<file path="src/rtl/serpent_pkg.sv">
// Serpent S-box constants shared by the substitution unit.
// Forward tables are written one row per S-box (entry 0 in the top nibble);
// inverse tables are derived from them while elaborating.
package serpent_pkg;

    localparam int NUM_SBOX = 8;

    // [sbox][input] -> 4-bit output
    typedef logic [NUM_SBOX-1:0][15:0][3:0] sbox_tbl_t;

    typedef enum logic [1:0] {
        ST_IDLE = 2'd0,
        ST_BUSY = 2'd1,
        ST_DONE = 2'd2
    } state_e;

    // Row s holds S_s(0) .. S_s(15), first entry in bits [63:60].
    localparam logic [NUM_SBOX-1:0][63:0] SBOX_ROWS = {
        64'h1DF0E82B74CA9356,   // S7
        64'h72C5846BE91FD3A0,   // S6
        64'hF52B4A9C03E8D671,   // S5
        64'h1F83C0B6254A9E7D,   // S4
        64'h0FB8C963D124A75E,   // S3
        64'h86793CAFD1E40B52,   // S2
        64'hFC27905A1BE86D34,   // S1
        64'h38F1A65BED42709C    // S0
    };

    function automatic sbox_tbl_t build_fwd(input logic [NUM_SBOX-1:0][63:0] rows);
        sbox_tbl_t   t;
        logic [63:0] row;
        t = '0;
        for (int s = 0; s < NUM_SBOX; s++) begin
            row = rows[3'(s)];
            for (int x = 0; x < 16; x++) begin
                t[3'(s)][4'(x)] = row[63:60];
                row = row << 4;
            end
        end
        return t;
    endfunction

    // Each forward table is a permutation, so scattering x to position S(x)
    // fills every inverse entry exactly once.
    function automatic sbox_tbl_t build_inv(input sbox_tbl_t f);
        sbox_tbl_t t;
        t = '0;
        for (int s = 0; s < NUM_SBOX; s++) begin
            for (int x = 0; x < 16; x++) begin
                t[3'(s)][f[3'(s)][4'(x)]] = 4'(x);
            end
        end
        return t;
    endfunction

    localparam sbox_tbl_t SBOX_FWD = build_fwd(SBOX_ROWS);
    localparam sbox_tbl_t SBOX_INV = build_inv(SBOX_FWD);

endpackage

</file>
<file path="src/rtl/serpent_sbox_unit_if.sv">
// Handshake bundle for the S-box unit: upstream block input with S-box
// selection, downstream finished block, and a busy indicator.
interface serpent_sbox_unit_if;

    logic         in_valid;
    logic         in_ready;
    logic [127:0] in_data;
    logic [2:0]   in_sel;
    logic         in_inv;
    logic         out_valid;
    logic         out_ready;
    logic [127:0] out_data;
    logic         busy;

    // Producer/consumer side (round datapath or testbench)
    modport master (
        output in_valid, in_data, in_sel, in_inv, out_ready,
        input  in_ready, out_valid, out_data, busy
    );

    // Substitution unit side
    modport slave (
        input  in_valid, in_data, in_sel, in_inv, out_ready,
        output in_ready, out_valid, out_data, busy
    );

endinterface

</file>
<file path="src/rtl/serpent_sbox_nibble.sv">
// One Serpent S-box lookup on a single 4-bit column, forward or inverse.
module serpent_sbox_nibble
    import serpent_pkg::*;
(
    input  logic [3:0] din,
    input  logic [2:0] sel,
    input  logic       inv,
    output logic [3:0] dout
);

    assign dout = inv ? SBOX_INV[sel][din] : SBOX_FWD[sel][din];

endmodule

</file>
<file path="src/rtl/serpent_sbox_unit.sv">
// Multi-cycle Serpent substitution on a bitsliced 128-bit block.
// Column i is the nibble {w0[i],w1[i],w2[i],w3[i]} with w0 = data[31:0]
// as MSB. LANES columns are rewritten in place each BUSY cycle.
module serpent_sbox_unit
    import serpent_pkg::*;
#(
    parameter int LANES = 8
)
(
    input  logic          clk,
    input  logic          rst,
    serpent_sbox_unit_if.slave sif
);

    localparam int NCYC = 32 / LANES;
    localparam int CW   = (NCYC > 1) ? $clog2(NCYC) : 1;

    state_e           state_q, state_d;
    logic [CW-1:0]    col_q, col_d;
    logic [127:0]     work_q, work_d;
    logic [2:0]       sel_q, sel_d;
    logic             inv_q, inv_d;
    logic             out_valid_q, out_valid_d;
    logic             busy_q, busy_d;

    logic             accept;
    logic             last_col;
    logic [4:0]       col_base;
    logic [LANES-1:0][3:0] nib_in;
    logic [LANES-1:0][3:0] nib_out;

    // A finished block can be handed off and replaced in the same cycle.
    assign sif.in_ready  = (state_q == ST_IDLE) ||
                           ((state_q == ST_DONE) && sif.out_ready);
    assign accept        = sif.in_valid && sif.in_ready;
    assign last_col      = (col_q == CW'(NCYC - 1));
    assign col_base      = 5'(int'(col_q) * LANES);

    assign sif.out_valid = out_valid_q;
    assign sif.out_data  = work_q;
    assign sif.busy      = busy_q;

    // Gather the current group of columns out of the four bitslice words.
    always_comb begin
        logic [4:0] c;
        c      = '0;
        nib_in = '0;
        for (int l = 0; l < LANES; l++) begin
            c         = col_base + 5'(l);
            nib_in[l] = {work_q[{2'd0, c}], work_q[{2'd1, c}],
                         work_q[{2'd2, c}], work_q[{2'd3, c}]};
        end
    end

    for (genvar g = 0; g < LANES; g++) begin : g_lane
        serpent_sbox_nibble u_nib (
            .din  (nib_in[g]),
            .sel  (sel_q),
            .inv  (inv_q),
            .dout (nib_out[g])
        );
    end

    // Next-state: FSM transitions, column sweep, in-place write-back, load.
    always_comb begin
        logic [4:0] c;
        c       = '0;
        state_d = state_q;
        col_d   = col_q;
        work_d  = work_q;
        sel_d   = sel_q;
        inv_d   = inv_q;

        case (state_q)
            ST_IDLE: ;
            ST_BUSY: begin
                for (int l = 0; l < LANES; l++) begin
                    c                  = col_base + 5'(l);
                    work_d[{2'd0, c}]  = nib_out[l][3];
                    work_d[{2'd1, c}]  = nib_out[l][2];
                    work_d[{2'd2, c}]  = nib_out[l][1];
                    work_d[{2'd3, c}]  = nib_out[l][0];
                end
                if (last_col) begin
                    col_d   = '0;
                    state_d = ST_DONE;
                end else begin
                    col_d   = col_q + CW'(1);
                end
            end
            ST_DONE: begin
                if (sif.out_ready) state_d = ST_IDLE;
            end
            default: state_d = ST_IDLE;
        endcase

        // accept is never true in BUSY, so this cannot clash with write-back.
        if (accept) begin
            work_d  = sif.in_data;
            sel_d   = sif.in_sel;
            inv_d   = sif.in_inv;
            col_d   = '0;
            state_d = ST_BUSY;
        end

        out_valid_d = (state_d == ST_DONE);
        busy_d      = (state_d == ST_BUSY);
    end

    // State and datapath registers.
    always_ff @(posedge clk or posedge rst) begin
        if (rst) begin
            state_q     <= ST_IDLE;
            col_q       <= '0;
            work_q      <= '0;
            sel_q       <= '0;
            inv_q       <= 1'b0;
            out_valid_q <= 1'b0;
            busy_q      <= 1'b0;
        end else begin
            state_q     <= state_d;
            col_q       <= col_d;
            work_q      <= work_d;
            sel_q       <= sel_d;
            inv_q       <= inv_d;
            out_valid_q <= out_valid_d;
            busy_q      <= busy_d;
        end
    end

endmodule
</file>
<file path="src/flat_wrapper.sv">
// flat-port wrapper written by rule: the top's interface ports become plain ports
module serpent_sbox_unit_flat import serpent_pkg::*;
#(
    parameter int LANES = 8
)
  (clk, rst, sif_in_valid, sif_in_data, sif_in_sel, sif_in_inv, sif_out_ready, sif_in_ready, sif_out_valid, sif_out_data, sif_busy);
  serpent_sbox_unit_if sif_i ();
  input  logic clk;
  input  logic rst;
  input wire logic [$bits(sif_i.in_valid)-1:0] sif_in_valid;
  input wire logic [$bits(sif_i.in_data)-1:0] sif_in_data;
  input wire logic [$bits(sif_i.in_sel)-1:0] sif_in_sel;
  input wire logic [$bits(sif_i.in_inv)-1:0] sif_in_inv;
  input wire logic [$bits(sif_i.out_ready)-1:0] sif_out_ready;
  output wire logic [$bits(sif_i.in_ready)-1:0] sif_in_ready;
  output wire logic [$bits(sif_i.out_valid)-1:0] sif_out_valid;
  output wire logic [$bits(sif_i.out_data)-1:0] sif_out_data;
  output wire logic [$bits(sif_i.busy)-1:0] sif_busy;
  assign sif_i.in_valid = sif_in_valid;
  assign sif_i.in_data = sif_in_data;
  assign sif_i.in_sel = sif_in_sel;
  assign sif_i.in_inv = sif_in_inv;
  assign sif_i.out_ready = sif_out_ready;
  assign sif_in_ready = sif_i.in_ready;
  assign sif_out_valid = sif_i.out_valid;
  assign sif_out_data = sif_i.out_data;
  assign sif_busy = sif_i.busy;
  serpent_sbox_unit #(.LANES(LANES)) u_core (.clk(clk), .rst(rst), .sif(sif_i));
endmodule
</file>
<file path="config.mk">
export PLATFORM = sky130hd
export DESIGN_NAME = serpent_sbox_unit_flat
export DESIGN_NICKNAME = d
export VERILOG_FILES = /design/src/rtl/serpent_pkg.sv /design/src/rtl/serpent_sbox_unit_if.sv /design/src/rtl/serpent_sbox_nibble.sv /design/src/rtl/serpent_sbox_unit.sv /design/src/flat_wrapper.sv
export SDC_FILE = /design/constraint.sdc
export NUM_CORES = 1
export LEC_CHECK = 0
export CORE_UTILIZATION = 55
export CTS_CLUSTER_DIAMETER = 200
export DETAILED_ROUTE_END_ITERATION = 16
export GPL_TIMING_DRIVEN = 1
export PLACE_DENSITY = 0.87
export SETUP_SLACK_MARGIN = 0.3
export SLEW_MARGIN = 30
export SYNTH_ARGS = -nofsm -noshare
export SYNTH_HDL_FRONTEND = slang
export SYNTH_SLANG_ARGS = --single-unit
</file>
<file path="constraint.sdc">
create_clock -name clk -period 6.9 [get_ports clk]
set_clock_uncertainty 0.15 [all_clocks]
set_input_delay 0.69 -clock clk [delete_from_list [all_inputs] [get_ports clk]]
set_output_delay 0.69 -clock clk [all_outputs]
set_load 0.01 [all_outputs]
</file>
Word level (Yosys, flattened, before mapping)
Memories as Yosys holds them, arrays and structs flattened.
Cells that the tools add are included.
W data, S select, Z words.
- output and inout port bits: 131
- memories kept: 2
- register bits after elaboration: 138
- bits of input ports: 136
- bits in read-only memories: 1024
- reductions and logical operators: 37
- eq/ne operators: 5
- add/sub/neg operators: 8
- $lt $le $gt $ge: 73
- multiplexer cells: 211
- memory list (memory ; words ; width ; rd ports ; clocked after Yosys merged registers in ; write ports ; RTL line ; RTL):
    (no name shown) ; 8 ; 64 ; 1 ; 0 ; 0 ; serpent_sbox_nibble.sv:11 ; assign dout = inv ? SBOX_INV[sel][din] : SBOX_FWD[sel][din];
    (no name shown) ; 8 ; 64 ; 1 ; 0 ; 0 ; serpent_sbox_nibble.sv:11 ;
- operators with widths (cell ; count):
    $bwmux W128 ; 32
    $bmux W4 S4 ; 16
    $mux W128 ; 2
    $bmux W1 S5 ; 28
    $demux W1 S5 ; 28
    $lt A7 B8 Y1 const B ; 16
    $mux W64 ; 2
    $ge A7 B1 Y1 const B ; 16
    $mux W4 ; 24
    $lt A5 B8 Y1 const B ; 8
    $lt A6 B8 Y1 const B ; 8
    $mux W1 ; 64
    $ge A6 B1 Y1 const B ; 8
    $ge A5 B1 Y1 const B ; 8
    $lt A4 B5 Y1 const B ; 8
    $logic_and A1 B1 Y1 ; 34
    $add A5 B3 Y5 const B ; 4
    $mux W2 ; 6
    $add A5 B2 Y5 const B ; 2
    $bmux W1 S2 ; 4
    $demux W1 S2 ; 4
    $eq A2 B2 Y1 const B ; 3
    $pmux W2 S3 ; 1
    $add A5 B1 Y5 const B ; 1
    6 further kinds ; 7

Depth between registers and ports, before layout
- depth in word-level cells: 39
- depth in mapped cells: 13
- gate-level depth less buffers: 9

Hierarchy
A second synthesis with hierarchy kept.
- cell total of the unflattened synthesis: 1457
- area, all modules: 13487.9 um^2
- by module, submodules not included (module ; area an instance (um^2) ; times used ; sequential area each (um^2) ; cells an instance):
    serpent_sbox_unit ; 7267.0 ; 1 ; 3453.3 ; 625
    serpent_sbox_nibble (u_core.g_lane[4].u_nib ...) ; 800.8 ; 2 ; 0.0 ; 100
    serpent_sbox_nibble (u_core.g_lane[7].u_nib) ; 810.8 ; 1 ; 0.0 ; 108
    serpent_sbox_nibble (u_core.g_lane[2].u_nib) ; 787.0 ; 1 ; 0.0 ; 110
    serpent_sbox_nibble (u_core.g_lane[3].u_nib) ; 777.0 ; 1 ; 0.0 ; 103
    serpent_sbox_nibble (u_core.g_lane[1].u_nib) ; 758.2 ; 1 ; 0.0 ; 107
    serpent_sbox_nibble (u_core.g_lane[6].u_nib) ; 748.2 ; 1 ; 0.0 ; 99
    serpent_sbox_nibble (u_core.g_lane[0].u_nib) ; 738.2 ; 1 ; 0.0 ; 105

Worst setup path after synthesis
OpenSTA, ideal clock, no wires.
- path kind: flip-flop to flip-flop
- start point: reg u_core.sel_q[0]
- end point: reg u_core.work_q[46] (netlist: u_core.sif.out_data[46])
- period minus slack after synthesis: 3.064 ns
- path slack: 3.836 ns
- required time: 6.667 ns
- stages on the path, launching flop included: 13
- path buffers: 3
- arrival time: 2.831 ns
- path through: dfrtp_1 > clkbuf_1 > inv_1 > clkbuf_1 > ha_1 > clkbuf_1 > inv_1 > nor2_1 > a21oi_1 > a21o_1 > a2111oi_0 > nor2_1 > o21ai_0
- word-level cells in the longest chain between the ends: 39
- ends and longest elaborated chain (item ; RTL line ; RTL):
    start, declared ; serpent_sbox_unit.sv:21 ; logic [2:0] sel_q, sel_d;
    start signal, assigned ; serpent_sbox_unit.sv:124 ; sel_q <= sel_d;
    $mem_v2 Z8 W64 ; n/a ;
    $mux W64 (not written as such) ; serpent_sbox_nibble.sv:11 ;
    $bmux W4 S4 ; serpent_sbox_nibble.sv:11 ;
    $mux W4 (not written as such) ; serpent_sbox_nibble.sv:11 ;
    $mux W4 ; serpent_sbox_nibble.sv:11 ;
    $bwmux W128 ; serpent_sbox_unit.sv:79 ; work_d[{2'd0, c}] = nib_out[l][3];
    $bwmux W128 ; serpent_sbox_unit.sv:80 ; work_d[{2'd1, c}] = nib_out[l][2];
    $bwmux W128 ; serpent_sbox_unit.sv:81 ; work_d[{2'd2, c}] = nib_out[l][1];
    [... 23 more ...] ; n/a ;
    $bwmux W128 ; serpent_sbox_unit.sv:81 ;
    $bwmux W128 ; serpent_sbox_unit.sv:82 ; work_d[{2'd3, c}] = nib_out[l][0];
    $bwmux W128 ; serpent_sbox_unit.sv:79 ;
    $bwmux W128 ; serpent_sbox_unit.sv:80 ;
    $bwmux W128 ; serpent_sbox_unit.sv:81 ;
    $bwmux W128 (*) ; serpent_sbox_unit.sv:82 ;
    $mux W128 (*) ; serpent_sbox_unit.sv:74 ; case (state_q)
    $mux W128 (*) ; serpent_sbox_unit.sv:98 ; if (accept) begin
    end signal, assigned ; serpent_sbox_unit.sv:123 ; work_q <= work_d;
    end, declared ; serpent_sbox_unit.sv:20 ; logic [127:0] work_q, work_d;
Every way passes the cells marked *; elsewhere a longest branch is shown, timed or not. The select of a mux whose other input is x is not followed.
A chain may end at the register's enable or synchronous reset.

Worst setup path after layout
- start point: reg u_core.sel_q[1]
- end point: reg u_core.work_q[90] (netlist: u_core.sif.out_data[90])
Same word-level chain as after synthesis.

==> flow_metrics.tcl <==
set metrics [dict create \
    worstMarginPinSlew_ns 1.07 \
    grt_pass1_vias 12794 \
    slowest_stage "dfrtp_1" \
    grt_max_degree 93 \
    dpl_cell_area_sq_um 14400 \
    via_count 13867 \
    fp.dieH_um 149 \
    cts_buffer_depth 2 \
    drive_gt1_frac 0.0841 \
    clk_latency_ns 0.44 \
    setup_violations 0 \
    post_cts_resized 0 \
    drt_first_pass_iters 8 \
    drcViolationCount 0 \
    htree_num_levels 4 \
    drv_cap 0 \
    crit_path_start_kind "flop" \
    final_cell_area_sq_um 15000 \
    most-common-layout-cells "clkdlybuf4s50_1 (266), o21ai_0 (187), dfrtp_1 (136), nand2_1 (118), a22oi_1 (105)" \
    status "complete, no violations" \
    cts_setup_buffers 0 \
    syn-instance-count 1435 \
    rsz0062_at_grt "false" \
    synth-seq-cells 138 \
    hold_path_class "flop to flop" \
    setup-tns-final_ns 0 \
    netlist_area_sq_um 12000 \
    grt_overflow 0 \
    grt_antenna_before_repair 0 \
    synth_ff_type "dfrtp_1" \
    grt_pass1_wl_um 76900 \
    fin_cells 1868 \
    synthDistinctLibCells 78 \
    seq_area_frac_synth 0.289 \
    yosys.area.top_type "dfrtp_1" \
    ios 267 \
    rows 53 \
    synth_area_per_cell_sq_um 8.33 \
    vias_per_cell 7.42 \
    wl_per_cell_um 27.5 \
    path_cells "inv_1, ha_1, inv_1, and2_1, o221ai_1, a21oi_1, o211a_1, a21oi_1, o21ai_0" \
    synth-warning-count 0 \
    nets 1728 \
    clk_pin_slew_worst_paths_ns 0.07 \
    layout_commonest_cell "clkdlybuf4s50_1" \
    die-area_sq_um 22300 \
    synth_top_area_frac 0.289 \
    dp.cells 1836 \
    period_needed_ns 4.81 \
    synthToLayoutAreaGrowth_pct 25.6 \
    grt.total_usage 0.460 \
    path_max_fanout 24 \
    finalWirelength_um 51500 \
    drtIter0Drc 2304 \
    required_ns 7.01 \
    n_fill_cell 1590 \
    synth_edf_count 0 \
    async_flop_share 1.00 \
    fmax_mhz 208 \
    max-slew-margin-rel 0.283 \
    crit_type "flop to flop" \
    ant_nets 0 \
    cts_root_buf "clkbuf_16" \
    finalWeightedCongestion 1.05 \
    critical_path.endpoint_type "flop" \
    antenna-diode-count 0 \
    finalHoldViolations 0 \
    ys_top_cells_by_area "dfrtp_1 (29%), o21ai_0 (7.8%), mux4_2 (7.5%), a22oi_1 (6.6%), mux2i_1 (4.5%)" \
    synth_nets 1583 \
    timing.critical_path.arrival_ns 4.93 \
    cts_tree "done" \
    cts_hold_buf 0 \
    start_util 0.565 \
    io_buffers 266 \
    period_share 0.698 \
    numCtsBuffers 17 \
    clock_sinks 138 \
    die_w_um 149 \
    drv_slew 0 \
    finish.utilization 0.710 \
    design.core.area_sq_um 21200 \
    dp_hpwl_um 34900 \
    max_stage_delay_ns 0.96 \
]
## Yosys cell counts (all sizes together) (4+ instances only)
master	instances
a2111oi	6
a211oi	19
a21o	6
a21oi	98
a221o	15
a221oi	19
a222oi	8
a22o	8
a22oi	105
a31oi	19
and2	12
and3	11
buf	58
clkbuf	101
dfrtp	138
ha	12
inv	21
mux2	8
mux2i	54
mux4	44
nand2	118
nand2b	25
nand3	14
nor2	110
nor2b	18
nor3	17
nor3b	7
nor4	7
o2111ai	6
o211a	5
o211ai	23
o21ai	199
o221ai	6
o22ai	12
o311ai	4
o31ai	18
o32ai	5
or2	14
xnor2	15
## sequential cells by signal (all words and copies together), names as in the netlist
| name | flops |
|---|---|
| u_core.col_q | 2 |
| u_core.inv_q | 1 |
| u_core.sif.busy | 1 |
| u_core.state_q | 2 |
| u_core.sif.out_valid | 1 |
| u_core.sif.out_data | 128 |
| u_core.sel_q | 3 |
## per-layer routing
| metal | wire length (um) | GRT usage | vias to the layer above |
|---|---|---|---|
| li1 | - | - | 5772 |
| met1 | 18400 | 0.603 | 6500 |
| met2 | 22400 | 0.665 | 1371 |
| met3 | 7880 | 0.164 | 224 |
| met4 | 2730 | 0.240 | 0 |
| met5 | 0 | 0 | - |
## through the flow
| stage | setup WS [ns] | hold WS [ns] |
|---|---|---|
| after floorplan | 2.36 | 0.338 |
| after global placement | 2.56 | 0.357 |
| after detailed placement | 2.46 | 0.368 |
| after CTS | 2.38 | 0.384 |
| after global routing | 2.02 | 0.418 |
| final | 2.09 | 0.390 |
## cell families (layout without fill, tap and decap cells)
kind of cell | after synthesis | in the layout | share of synthesized area
xor+xnor | 16 | 16 | 0.0117
buf+inv | 182 | 340 | 0.0684
flops | 138 | 138 | 0.289
compound gates | 611 | 611 | 0.335
fa+ha+maj | 12 | 12 | 0.0126
simple gates | 370 | 370 | 0.146
mux | 106 | 106 | 0.138
## worst paths after layout
path / start / endpoint / slack (ns) / cells after the start
max: u_core.sel_q[1] / u_core.sif.out_data[90] / 2.09 / 9
min: u_core.state_q[1] / u_core.state_q[1] / 0.39 / 2
max reg2reg: u_core.sel_q[1] / u_core.sif.out_data[90] / 2.09 / 9
min reg2reg: u_core.state_q[1] / u_core.state_q[1] / 0.39 / 2
max in group asynchronous: rst / u_core.col_q[1] / 4.60 / 3
min in group asynchronous: rst / u_core.sif.out_data[65] / 0.60 / 2
## critical path, delay by kind of cell, from the launching register on
| family | cells | cell delay [ns] |
|---|---|---|
| adders and majority gates | 1 | 0.88 |
| AOI/OAI and AO/OA | 5 | 1.23 |
| and+or+nand+nor | 1 | 0.29 |
| buffers and inverters | 2 | 1.12 |
| DFF | 1 | 0.96 |
## cell type report
type | instances | area [sq um] | share of cell area
multi-input combinational | 1115 | 7710 | 0.513
sequential | 138 | 3460 | 0.230
timing repair buffer | 285 | 2810 | 0.187
clock buffer | 20 | 447 | 0.0298
tap | 275 | 344 | 0.0229
clock inverter | 12 | 161 | 0.0108
inverter | 23 | 91.3 | 0.00608
Power is left out: the tool's default activity adds up to more than one toggle a clock period on the data nets, which glitch-free logic cannot reach.
